[src/rtl/mem_ahb_lsu.sv]
// mem_ahb_lsu: AHB-Lite manager acting as the MEM-stage load/store unit.
// It accepts one load/store request at a time and runs it as a single AHB
// transfer, honouring slave wait states and two-cycle ERROR responses.
//
// Ports:
//   clk_i, rst_ni            clock (rising edge), asynchronous active-low reset
//   req_valid_i/req_ready_o  request handshake (ready only while idle)
//   req_write_i, req_addr_i, req_wdata_i, req_size_i, req_unsign_i
//                            request attributes (store data right-aligned)
//   resp_valid_o             one-cycle completion pulse
//   resp_rdata_o             extended load data (0 for stores and errors)
//   resp_err_o               completion carries an error
//   stall_o                  pipeline hold while a transfer is outstanding
//   HADDR..HWDATA            AHB-Lite manager outputs
//   HRDATA, HREADY, HRESP    AHB-Lite manager inputs
//
// Optional build macro: MISALIGN_TRAP_EN
//   defined     - misaligned half/word/dword requests are not issued and
//                 complete one cycle later with resp_err_o=1
//   not defined - misaligned addresses are aligned down and issued normally
module mem_ahb_lsu #(
    parameter int          ADDR_WIDTH = 32,
    parameter int          DATA_WIDTH = 32,
    parameter logic [3:0]  HPROT_VAL  = 4'b0011
) (
    input  logic                  clk_i,
    input  logic                  rst_ni,
    input  logic                  req_valid_i,
    output logic                  req_ready_o,
    input  logic                  req_write_i,
    input  logic [ADDR_WIDTH-1:0] req_addr_i,
    input  logic [DATA_WIDTH-1:0] req_wdata_i,
    input  logic [1:0]            req_size_i,
    input  logic                  req_unsign_i,
    output logic                  resp_valid_o,
    output logic [DATA_WIDTH-1:0] resp_rdata_o,
    output logic                  resp_err_o,
    output logic                  stall_o,
    output logic [ADDR_WIDTH-1:0] HADDR,
    output logic [1:0]            HTRANS,
    output logic                  HWRITE,
    output logic [2:0]            HSIZE,
    output logic [2:0]            HBURST,
    output logic [3:0]            HPROT,
    output logic [DATA_WIDTH-1:0] HWDATA,
    input  logic [DATA_WIDTH-1:0] HRDATA,
    input  logic                  HREADY,
    input  logic                  HRESP
);

    localparam int NB  = DATA_WIDTH / 8;
    localparam int OFS = $clog2(NB);

    localparam logic [1:0] TRANS_IDLE   = 2'b00;
    localparam logic [1:0] TRANS_NONSEQ = 2'b10;

    typedef enum logic [1:0] {S_IDLE, S_ADDR, S_DATA, S_ERR} state_t;

    state_t state;
    logic   unsign_q;
    logic   illegal_size;
    logic   misaligned;
    logic   trap;

    // Clear the low address bits covered by the transfer size.
    function automatic logic [ADDR_WIDTH-1:0] align_addr(
        input logic [ADDR_WIDTH-1:0] a, input logic [1:0] sz);
        logic [ADDR_WIDTH-1:0] mask;
        mask = '1;
        mask = mask << sz;
        return a & mask;
    endfunction

    // Copy the low 2^sz bytes of the store data into every byte lane.
    function automatic logic [DATA_WIDTH-1:0] replicate(
        input logic [DATA_WIDTH-1:0] wd, input logic [1:0] sz);
        logic [DATA_WIDTH-1:0] r;
        int lanes;
        lanes = 1 << sz;
        r = '0;
        for (int i = 0; i < NB; i++) begin
            r[i*8 +: 8] = wd[(i % lanes)*8 +: 8];
        end
        return r;
    endfunction

    // Move the addressed lanes down to bit 0, then sign/zero extend.
    function automatic logic [DATA_WIDTH-1:0] extract(
        input logic [DATA_WIDTH-1:0] rd, input logic [OFS-1:0] ofs,
        input logic [1:0] sz, input logic uns);
        logic [DATA_WIDTH-1:0] sh;
        logic [DATA_WIDTH-1:0] r;
        logic sgn;
        int   wb;
        sh = rd >> (int'(ofs) * 8);
        case (sz)
            2'd0:    begin wb = 8;          sgn = sh[7];            end
            2'd1:    begin wb = 16;         sgn = sh[15];           end
            2'd2:    begin wb = 32;         sgn = sh[31];           end
            default: begin wb = DATA_WIDTH; sgn = sh[DATA_WIDTH-1]; end
        endcase
        for (int i = 0; i < DATA_WIDTH; i++) begin
            r[i] = (i < wb) ? sh[i] : (sgn & ~uns);
        end
        return r;
    endfunction

    assign illegal_size = (DATA_WIDTH == 32) && (req_size_i == 2'd3);
    assign misaligned   = (req_addr_i != align_addr(req_addr_i, req_size_i));

`ifdef MISALIGN_TRAP_EN
    assign trap = illegal_size | misaligned;
`else
    assign trap = illegal_size;
`endif

    assign HBURST  = 3'b000;
    assign HPROT   = HPROT_VAL;
    assign stall_o = (req_valid_i & ~req_ready_o) | (state != S_IDLE);

    always_ff @(posedge clk_i or negedge rst_ni) begin
        if (!rst_ni) begin
            state        <= S_IDLE;
            req_ready_o  <= 1'b1;
            HTRANS       <= TRANS_IDLE;
            HADDR        <= '0;
            HWRITE       <= 1'b0;
            HSIZE        <= 3'b000;
            HWDATA       <= '0;
            unsign_q     <= 1'b0;
            resp_valid_o <= 1'b0;
            resp_err_o   <= 1'b0;
            resp_rdata_o <= '0;
        end else begin
            resp_valid_o <= 1'b0;
            resp_err_o   <= 1'b0;
            case (state)
                S_IDLE: begin
                    if (req_valid_i) begin
                        if (trap) begin
                            // Rejected without touching the bus.
                            resp_valid_o <= 1'b1;
                            resp_err_o   <= 1'b1;
                            resp_rdata_o <= '0;
                        end else begin
                            state       <= S_ADDR;
                            req_ready_o <= 1'b0;
                            HTRANS      <= TRANS_NONSEQ;
                            HADDR       <= align_addr(req_addr_i, req_size_i);
                            HWRITE      <= req_write_i;
                            HSIZE       <= {1'b0, req_size_i};
                            // Write data is prepared early and held through the data phase.
                            HWDATA      <= replicate(req_wdata_i, req_size_i);
                            unsign_q    <= req_unsign_i;
                        end
                    end
                end
                S_ADDR: begin
                    if (HREADY) begin
                        state  <= S_DATA;
                        HTRANS <= TRANS_IDLE;
                    end
                end
                S_DATA: begin
                    if (HRESP) begin
                        if (HREADY) begin
                            // Tolerate a collapsed ERROR response.
                            state        <= S_IDLE;
                            req_ready_o  <= 1'b1;
                            resp_valid_o <= 1'b1;
                            resp_err_o   <= 1'b1;
                            resp_rdata_o <= '0;
                        end else begin
                            state <= S_ERR;
                        end
                    end else if (HREADY) begin
                        state        <= S_IDLE;
                        req_ready_o  <= 1'b1;
                        resp_valid_o <= 1'b1;
                        resp_rdata_o <= HWRITE ? '0 :
                                        extract(HRDATA, HADDR[OFS-1:0], HSIZE[1:0], unsign_q);
                    end
                end
                S_ERR: begin
                    if (HREADY) begin
                        state        <= S_IDLE;
                        req_ready_o  <= 1'b1;
                        resp_valid_o <= 1'b1;
                        resp_err_o   <= 1'b1;
                        resp_rdata_o <= '0;
                    end
                end
                default: begin
                    state       <= S_IDLE;
                    req_ready_o <= 1'b1;
                    HTRANS      <= TRANS_IDLE;
                end
            endcase
        end
    end

endmodule

[config.mk]
export PLATFORM = sky130hd
export DESIGN_NAME = mem_ahb_lsu
export DESIGN_NICKNAME = d
export VERILOG_FILES = /design/src/rtl/mem_ahb_lsu.sv
export SDC_FILE = /design/constraint.sdc
export NUM_CORES = 1
export LEC_CHECK = 0
export ABC_AREA = 1
export BUFFER_PORTS_ARGS = -buffer_cell sky130_fd_sc_hd__buf_2
export CAP_MARGIN = 20
export CORE_MARGIN = 10
export CORE_UTILIZATION = 40
export CTS_BUF_LIST = sky130_fd_sc_hd__clkbuf_8
export CTS_CLUSTER_SIZE = 10
export DETAILED_ROUTE_END_ITERATION = 12
export GPL_ROUTABILITY_DRIVEN = 0
export PLACE_DENSITY = 0.68
export SLEW_MARGIN = 20
export SYNTH_ARGS = -nofsm -noshare
export SYNTH_HDL_FRONTEND = slang
export SYNTH_SLANG_ARGS = --single-unit
[constraint.sdc]
create_clock -name clk_i -period 2 [get_ports clk_i]
set_clock_uncertainty 0.05 [all_clocks]
set_input_delay 0.6 -clock clk_i [delete_from_list [all_inputs] [get_ports clk_i]]
set_output_delay 0.6 -clock clk_i [all_outputs]
set_load 0.005 [all_outputs]
==> run summary <==
* 43 — number of distinct library cells after synthesis
* 106 — flip-flop and latch count after synthesis
* 1181 nW/um^2 — power density over the cells
* 47 — number of rows in the core area
* 0.2121 — Total GRT Usage
* 17,910 um — placed wire-length estimate
* 208 — count of buffers from port buffering
* 0.6889 ns — slew of the pin with the lowest slew margin
* 1,449 — number of standard cells in the final layout excluding fillers
* complete, but fails checks — status
* sky130_fd_sc_hd__nand2_2 — cell type with the highest occurrence count on the critical path
* sky130_fd_sc_hd__nand2_1 — most frequent cell after synthesis
* 7.073 sq um — average cell area after synthesis
* 0 — xor-xnor portion of the synthesized cell area
* 0.23 ns — crit-path max cell delay
* 0 — number of hold-repair buffers added at the cts stage
* 106 — CTS sink cnt
* 0.5359 — worst rel slew slack
* flop — Setup crit end kind
* 1.495 — Final period util
* 5 — Critical Path Fanout Max
* simple AND/OR/NAND/NOR gates — main combinational cell family by area after synthesis
* sky130_fd_sc_hd__nor2_1 — cell type of the slowest stage on the worst timing path
* 937 — count of mapped cells out of synthesis
* true — unrepaired setup endpoints after global routing
* 6628 sq um — synthesized cell area
* 2 — clock tree buffer depth
* -0.9893 ns — Setup WS post-layout
* 0 — max-slew violation count
* 567.9 uV — maximum ir drop on the vdd rail
* sky130_fd_sc_hd__nand2_1 (353), sky130_fd_sc_hd__dfrtp_1 (105), sky130_fd_sc_hd__o21ai_0 (85), sky130_fd_sc_hd__nand3_1 (83), sky130_fd_sc_hd__inv_1 (54) — Synth top cells by count
* 148.7 um — die outline width
* 5.148 — via count normalized by instance count
* 0 — final hold violations
* 9 — number of buffers created by CTS
* 16,410 sq um — placeable core area
* 8717 sq um — total cell area at the placement stage
* 5.074 nW — Static Leakage
* 38,230 um — global-route wire length before repair
* 2.25 ns — required time at the worst-slack endpoint
* 1.000 — Post-synth ARST share
* sky130_fd_sc_hd__clkbuf_8 — root buf cell
* 9 — Worst Reg-to-Reg Cells
* 0.40 ns — clock insertion delay at the later pin of the skew report
* sky130_fd_sc_hd__dfrtp_1 (40%), sky130_fd_sc_hd__nand2_1 (20%), sky130_fd_sc_hd__o21ai_0 (6.4%) — dominant cells by area after synthesis
* resp_rdata_o[29] — RR Endpoint
* 2.989 ns — minimum period implied by the final worst setup slack
* -1.530 ns — pre-CTS WS
* 0.05421 ns — worst hold margin
* in2async — worst hold path class
* 0.1542 — share of the synthesized area in compound gates (AO/OA/AOI/OAI)
* 0.4004 — sequential share of the synthesized area
* HADDR[0] — launch point of the worst reg-to-reg path
* 11.26 mW — total power of the final layout
* 0.4040 — initial core utilization
* 0.01510 — multiplexer area fraction after synthesis
* 16.82 um — final routed wire length divided by cell count
* 0 — Antenna diodes
* 1,343 — number of nets in the finished design
* 334.5 MHz — max frequency
* 7,403 — vias in the first global route
* 32 — final setup violation count
* yes — TritonCTS clock tree
* 24,370 um — Detailed Route WL
* 3 — H-tree depth
* 0.3965 — area fraction of the dominant cell type after synthesis
* 218 — total I/O pin count
* 0.3240 — Post-Synth Simple-Gate Area
* 0 — DRC violations left
* in2reg — worst setup path class
* 0.05 ns — flop2flop setup slack
* 22,120 sq um — area enclosed by the die boundary
* 559 — DRC marker count from the first detailed-route iteration
* 0.02643 — arithmetic-cell share of the synthesized area counting full adders, half adders and majority gates
* 7,459 — via count of the routed design
* 148.7 um — Vert. Die Dim
* 1,413 — dpl cells
* setup timing — violated checks
* 0.3865 — fraction of final layout cells sized beyond drive strength 1
* 0 — remaining global-route overflow
* sky130_fd_sc_hd__dfrtp_1 — Post-synth top flop
* 0 — number of flops mapped to enable cells by yosys
* 9539 sq um — Design Area, Final
* 43.93% — synth-to-layout area growth
* 5 — iteration count of the initial detailed-routing pass
* 0 — number of nets with antenna violations after detailed routing
* 0 — Synth warnings
* 0.13 ns — CTS clock-pin slew for the worst setup and hold paths
* 0 — number of antenna violations at the first check in global routing
* input port — Startpoint Class
* 0 — max_cap viols
* sky130_fd_sc_hd__dfrtp_1 — largest area contributor in the netlist
* 41 — largest net degree at the start of global routing
* 3.24 ns — Arr. time, crit path
==> metal layers <==
layer | track usage | up-vias | routed length (um)
met5 | 0 | - | 0
met4 | 0.05203 | 0 | 260
met3 | 0.05954 | 17 | 2130
met2 | 0.3510 | 281 | 11730
met1 | 0.2671 | 3502 | 10240
li1 | - | 3659 | -
==> cells in the final DEF, fill, tap and decap left out, types with 5 or more instances in the layout <==
| master | count |
|---|---|
| sky130_fd_sc_hd__nand2_2 | 26 |
| sky130_fd_sc_hd__a31oi_1 | 18 |
| sky130_fd_sc_hd__a32o_1 | 6 |
| sky130_fd_sc_hd__inv_2 | 14 |
| sky130_fd_sc_hd__buf_6 | 11 |
| sky130_fd_sc_hd__a21oi_2 | 6 |
| sky130_fd_sc_hd__o21ai_4 | 5 |
| sky130_fd_sc_hd__buf_4 | 95 |
| sky130_fd_sc_hd__inv_1 | 44 |
| sky130_fd_sc_hd__ha_1 | 6 |
| sky130_fd_sc_hd__o31ai_2 | 6 |
| sky130_fd_sc_hd__nand3_2 | 17 |
| sky130_fd_sc_hd__nand2_1 | 336 |
| sky130_fd_sc_hd__o311ai_0 | 5 |
| sky130_fd_sc_hd__o21ai_1 | 13 |
| sky130_fd_sc_hd__buf_12 | 12 |
| sky130_fd_sc_hd__dfrtp_1 | 102 |
| sky130_fd_sc_hd__nor2_4 | 6 |
| sky130_fd_sc_hd__buf_2 | 205 |
| sky130_fd_sc_hd__nor2_1 | 30 |
| sky130_fd_sc_hd__o21ai_2 | 10 |
| sky130_fd_sc_hd__ha_4 | 5 |
| sky130_fd_sc_hd__mux2i_1 | 10 |
| sky130_fd_sc_hd__nand3_1 | 69 |
| sky130_fd_sc_hd__o21ai_0 | 61 |
| sky130_fd_sc_hd__clkbuf_8 | 9 |
| sky130_fd_sc_hd__a21oi_1 | 24 |
| sky130_fd_sc_hd__nand2_4 | 5 |
| sky130_fd_sc_hd__conb_1 | 9 |
==> flip-flops by register name, indices dropped and copies added, names as in the netlist <==
name / cells
HADDR: 32
HWDATA: 32
resp_rdata_o: 32
HSIZE: 2
state: 2
HTRANS: 1
HWRITE: 1
req_ready_o: 1
resp_err_o: 1
resp_valid_o: 1
unsign_q: 1
==> worst max-delay path by stage <==
stage	start	endpoint	slack (ns)	cells past startpoint
2_1_floorplan	req_size_i[1]	HWDATA[7]	-1.31	30
3_3_place_gp	req_size_i[1]	HWDATA[7]	-1.39	29
3_5_place_dp	req_size_i[1]	HWDATA[1]	-1.53	31
4_1_cts	req_size_i[1]	HWDATA[1]	-0.85	29
5_1_grt	req_size_i[0]	HWDATA[6]	-1.17	28
6_report	req_size_i[1]	HWDATA[7]	-0.99	30
==> cell type report <==
class	count	area (sq um)
multi-input cells	715	3984
flip-flops and latches	106	2658
clock buffers	9	123.9
repair buffers	325	2146
clock inverters	7	61.31
inverters	67	291.5
fillers	1513	6868
well taps	220	275.3
==> logic make-up (layout without fill, tap and decap cells) <==
family                   after synthesis  in the layout
AND/OR/NAND/NOR                      506            507
AO/OA/AOI/OAI                        175            175
multiplexers                          10             10
buffers and inverters                124            408
adder cells (fa/ha/maj)               14             14
flip-flops                           106            106
other                                  2              9
==> timing repair <==
item                                    4_1_cts  5_1_grt
buffers inserted                             15        4
gates resized for setup                      67       63
pin swaps                                    26       25
endpoints found under the setup margin       36       61
cloned                                        2        0
==> power breakdown <==
group | internal [mW] | leakage [nW] | total, mW | switching (mW)
combinational | 2.68 | 3.59 | 6.15 | 3.47
sequential | 3.07 | 1.38 | 3.74 | 0.672
clock | 0.482 | 0.0994 | 1.37 | 0.885
total | 6.23 | 5.07 | 11.3 | 5.03
==> worst max-delay path, delay by kind of cell <==
family | cells | cell delay [ns]
buf+inv | 8 | 0.56
fa+ha+maj | 2 | 0.37
simple gates | 20 | 1.69
==> through the flow <==
step | setup TNS [ns] | utilization
3_3_place_gp | -55.16 | 0.5313
4_1_cts | -21.49 | 0.5687
6_report | -25.86 | 0.5814
2_1_floorplan | -32.59 | -
5_1_grt | -30.21 | 0.5814
3_5_place_dp | -59.23 | 0.5313
No activity file was read; power rests on OpenSTA's default activity.
